### config.mk
export PLATFORM = sky130hd
export DESIGN_NAME = gray_to_binary_sync
export DESIGN_NICKNAME = d
export VERILOG_FILES = /design/src/rtl/gray_to_binary_sync.sv
export SDC_FILE = /design/constraint.sdc
export NUM_CORES = 1
export LEC_CHECK = 0
export CORE_MARGIN = 2
export CORE_UTILIZATION = 29
export CTS_CLUSTER_DIAMETER = 60
export DETAILED_ROUTE_END_ITERATION = 6
export PLACE_DENSITY = 0.54
export SLEW_MARGIN = 20
export SYNTH_ARGS = -nofsm -noshare
export SYNTH_HDL_FRONTEND = slang
export SYNTH_SLANG_ARGS = --single-unit
### constraint.sdc
create_clock -name clk -period 1.9 [get_ports clk]
set_input_delay 0.38 -clock clk [delete_from_list [all_inputs] [get_ports clk]]
set_output_delay 0.38 -clock clk [all_outputs]
set_load 0.02 [all_outputs]
### src/rtl/gray_to_binary_sync.sv
// Gray-coded count synchroniser: two-flop capture, registered Gray-to-binary decode,
// and per-update strobes for step direction and Gray-rule violations.
module gray_to_binary_sync #(
  parameter int unsigned WIDTH = 4
) (
  input  logic             clk,
  input  logic             rst,
  input  logic [WIDTH-1:0] g_in,
  input  logic             clr_err,
  output logic [WIDTH-1:0] b_out,
  output logic             b_valid,
  output logic             step_up,
  output logic             step_dn,
  output logic             err,
  output logic             err_sticky
);

  logic [WIDTH-1:0] g_s1_q, g_s2_q, g_prev_q;
  logic [WIDTH-1:0] b_q, b_d;
  logic [WIDTH-1:0] bin_c, diff_c;
  logic             chg_c, multi_c;
  logic             valid_q, valid_d;
  logic             up_q, up_d;
  logic             dn_q, dn_d;
  logic             err_q, err_d;
  logic             sticky_q, sticky_d;
  logic             first_q, first_d;

  // Plain two-flop synchroniser; nothing may sit between the stages.
  always_ff @(posedge clk or posedge rst) begin
    if (rst) begin
      g_s1_q <= '0;
      g_s2_q <= '0;
    end else begin
      g_s1_q <= g_in;
      g_s2_q <= g_s1_q;
    end
  end

  // Binary bit i is the XOR of all Gray bits at or above i.
  always_comb begin
    bin_c = '0;
    for (int unsigned i = 0; i < WIDTH; i++) begin
      bin_c[i] = ^(g_s2_q >> i);
    end
  end

  always_comb begin
    chg_c    = (g_s2_q != g_prev_q);
    diff_c   = g_s2_q ^ g_prev_q;
    multi_c  = |(diff_c & (diff_c - WIDTH'(1)));
    b_d      = bin_c;
    valid_d  = chg_c;
    up_d     = chg_c & ~first_q & (bin_c == b_q + WIDTH'(1));
    dn_d     = chg_c & ~first_q & (bin_c == b_q - WIDTH'(1));
    err_d    = chg_c & ~first_q & multi_c;
    sticky_d = err_d | (sticky_q & ~clr_err);
    first_d  = first_q & ~chg_c;
  end

  // first starts set so the unknown pre-reset upstream value never yields a step or error.
  always_ff @(posedge clk or posedge rst) begin
    if (rst) begin
      g_prev_q <= '0;
      b_q      <= '0;
      valid_q  <= 1'b0;
      up_q     <= 1'b0;
      dn_q     <= 1'b0;
      err_q    <= 1'b0;
      sticky_q <= 1'b0;
      first_q  <= 1'b1;
    end else begin
      g_prev_q <= g_s2_q;
      b_q      <= b_d;
      valid_q  <= valid_d;
      up_q     <= up_d;
      dn_q     <= dn_d;
      err_q    <= err_d;
      sticky_q <= sticky_d;
      first_q  <= first_d;
    end
  end

  assign b_out      = b_q;
  assign b_valid    = valid_q;
  assign step_up    = up_q;
  assign step_dn    = dn_q;
  assign err        = err_q;
  assign err_sticky = sticky_q;

endmodule

==> impl_results.md <==
* Max IR drop VDD at approximately 0.49 mV
* Yosys Warn Count at 0
* DRT met1 WL at between 500 and 600 um
* First-pass GRT wire length at ~2200 um
* FF-to-FF End: step_dn
* Met2 routed WL at approximately 570 um
* Synthesized cell area at roughly 870 um^2
* DR pass1 iterations at 6
* Fin nets at 90
* Die ar. at about 3400 um^2
* Worst Path Arrival at 1400 ps
* Endpoints failing hold at 0
* Worst-path cell chain: clkdlybuf4s50_1
* Final setup vio count at 0
* Status: complete, but fails checks
* Final slew viol count at 0
* Reg2reg start: g_s2_q[3]
* Top delay family on crit path: buffers and inverters
* Clk Latency, worst-skew pair at just under 300 ps
* Die H at approximately 59 um
* Fill cells at approximately 270
* Comb power frac at 0.265
* TritonCTS buffer count at 3
* CP Launch Type: flop
* CP Max Fanout at 2
* CTS resizes at 0
* Num rows at 19
* Layout cell share with drive strength beyond 1 at 0.100
* Reg clk slew, reported paths at between 100 and 150 ps
* Worst path depth at 1
* Reg power frac at 0.529
* Post-route insts no fill at roughly 110
* Unrepaired setup endpoints after global routing: false
* WL final at ~1200 um
* Wire per inst at roughly 11 um
* Total negative slack at 0 ps
* Root Buffer: clkbuf_4
* CTS tree: yes
* Mean Syn Cell Area at about 14 um^2
* GR Overflow Total at 0
* Sequential area share after synthesis at 0.607
* GP Congestion at 0.735
* Clock buffer depth at 2
* Met3 wire length at 69 um
* Fin Clk Skew at roughly 3.7 ps
* Vias/cell at 4.15
* Top sig layer: met4
* Core area at between 2000 and 3000 um^2
* Estimated wirelength of the detail-placed design at approximately 930 um
* Hold WS at around 360 ps
* Placed inst area at roughly 1000 um^2
* PwrDens at around 900 nW/um^2
* Crit path max-delay cell type: clkdlybuf4s50_1
* Die Width at around 59 um
* # Post-CTS Setup Buffers at 0
* GRT Overall Usage at 0.0875
* Post-synth top area cell: dfrtp_1
* DRC violations left at 3
* Worst path bufs/invs at 1
* Tcrit/Tclk final at 0.936
* Net switching power at approximately 0.27 mW
* Vias in the first global route at between 400 and 500
* Failing checks: design-rule violations
* Hold Path Class: reg -> reg
* DRT iter0 DRCs at 5
* Part of the power in the clock network at 0.206
* Post-placement cell count at between 100 and 150
* Multi-input gate area at between 300 and 400 um^2
* Setup Crit Path Kind: reg -> out
* Static Leak at about 0.47 nW
* Largest net degree at the start of global routing at 22
* Number of synthesized register bits at 21
* Clock Sinks at 21
* Area share of the largest cell type after synthesis at 0.576
* R2r worst-path depth at 4
* H-tree levels at 1
* Detailed-route via count at between 400 and 500
* Crit end category: output port
* Setup slack, reg-to-reg at between 200 and 250 ps
* Initial Util at 0.310
* Sw Ratio at 0.280
* Fmax at 562 MHz
* Max-cap violations at 0
* N_diodes at 0
* Yosys cell types at 21
* # hold bufs at CTS at 0
* Post-Syn Instances at slightly above 60
* Final Cell Area at 1080 um^2
* Port bufs at 15
* Tightest Pin Transition at between 300 and 400 ps
* Post-Syn Nets at 71
* Critical Path Start: b_out[3]
* CP endpoint: b_out[3]
* Int Pwr at around 0.7 mW
* Final ANT Viol Nets at 0
* WP data required at between 1500 and 2000 ps
* Largest cells by area after synthesis: dfrtp_1 58%, xnor2_1 8.1%, xor3_1 5.5%
* Antenna violations before repair at 0
* Reg area at between 500 and 600 um^2
* Post-route minimum period at about 1800 ps
* P&R area growth vs syn at 24.1%
* Total power at roughly 0.97 mW
* Slew headroom at 0.739
* Slowest stage delay, CP at 640 ps
* I/O Pins at 16
state kept, by name, summed over array words and instances, names as in the netlist:
register and count:
g_s1_q 4, first_q 1, err 1, g_prev_q 3
step_up 1, b_valid 1, g_s2_q 4, b_out 4
err_sticky 1, step_dn 1
worst min-delay path by stage:
stage	from	to	slack (ps)	cells past startpoint
2_1_floorplan	g_s1_q[0]	g_s2_q[0]	330	0
3_3_place_gp	g_s1_q[1]	g_s2_q[1]	330	0
3_5_place_dp	g_s1_q[2]	g_s2_q[2]	340	0
4_1_cts	g_s1_q[2]	g_s2_q[2]	360	0
5_1_grt	g_s1_q[2]	g_s2_q[2]	370	0
6_report	g_s1_q[0]	g_s2_q[0]	360	0
per-stage QoR:
step / setup slack (ps) / utilization
final: 121 / 0.384
after global routing: 56.5 / 0.384
after CTS: 92.0 / 0.384
after detailed placement: 254 / 0.374
after global placement: 323 / 0.374
after floorplan: 405 / -
cell usage after synthesis (all sizes together):
cell type,instances
o22ai,1
nand4,1
ha,2
xnor2,9
dfrtp,20
inv,6
a21oi,1
o211ai,1
nor3,1
a31oi,1
xor2,2
dfstp,1
xnor3,1
nor3b,2
xor3,2
nand2,2
nand3,2
buf,2
o31a,1
nor2,4
cells by family after synthesis:
logic type,after synthesis,share of synthesized area
compound gates,5,0.0389
xor+xnor,14,0.215
fa+ha+maj,2,0.0288
buf+inv,8,0.0432
flops,21,0.607
simple gates,12,0.0677
power by group through the flow:
stage          clock network, mW  logic, mW  registers (mW)
4_1_cts                    0.218      0.262           0.514
6_report                   0.200      0.258           0.513
3_3_place_gp                   0      0.260           0.522
2_1_floorplan                  0      0.147           0.547
5_1_grt                    0.236      0.284           0.520
3_5_place_dp                   0      0.260           0.524
area by class of cell:
cell class                      count  share of cell area
Multi-Input combinational cell     33               0.282
Clock inverter                      1             0.00465
Inverter                            6              0.0209
Sequential cell                    21               0.489
Timing Repair Buffer               16               0.146
Clock buffer                        3              0.0209
Tap cell                           31              0.0360
cell usage in the layout, fill, tap and decap left out:
cell type	count
clkdlybuf4s50_1	15
dfrtp_1	20
a21oi_1	1
nand4_1	1
xor2_1	2
xnor2_4	1
nand2_1	2
clkinv_2	1
ha_1	2
inv_1	6
o31a_1	1
xnor2_1	8
nor3_1	1
xnor3_2	1
dfstp_2	1
o22ai_1	1
a31oi_1	1
nor3b_1	2
xor3_1	2
nand3_1	2
o211ai_1	1
nor2_1	4
clkbuf_4	3
buf_4	1
per-layer routing:
| layer | global-route usage | up-vias |
|---|---|---|
| li1 | - | 237 |
| met1 | 0.105 | 210 |
| met2 | 0.138 | 12 |
| met3 | 0.0484 | 2 |
| met4 | 0.0195 | 0 |
| met5 | 0 | - |
(Power assumes the default switching activity.)
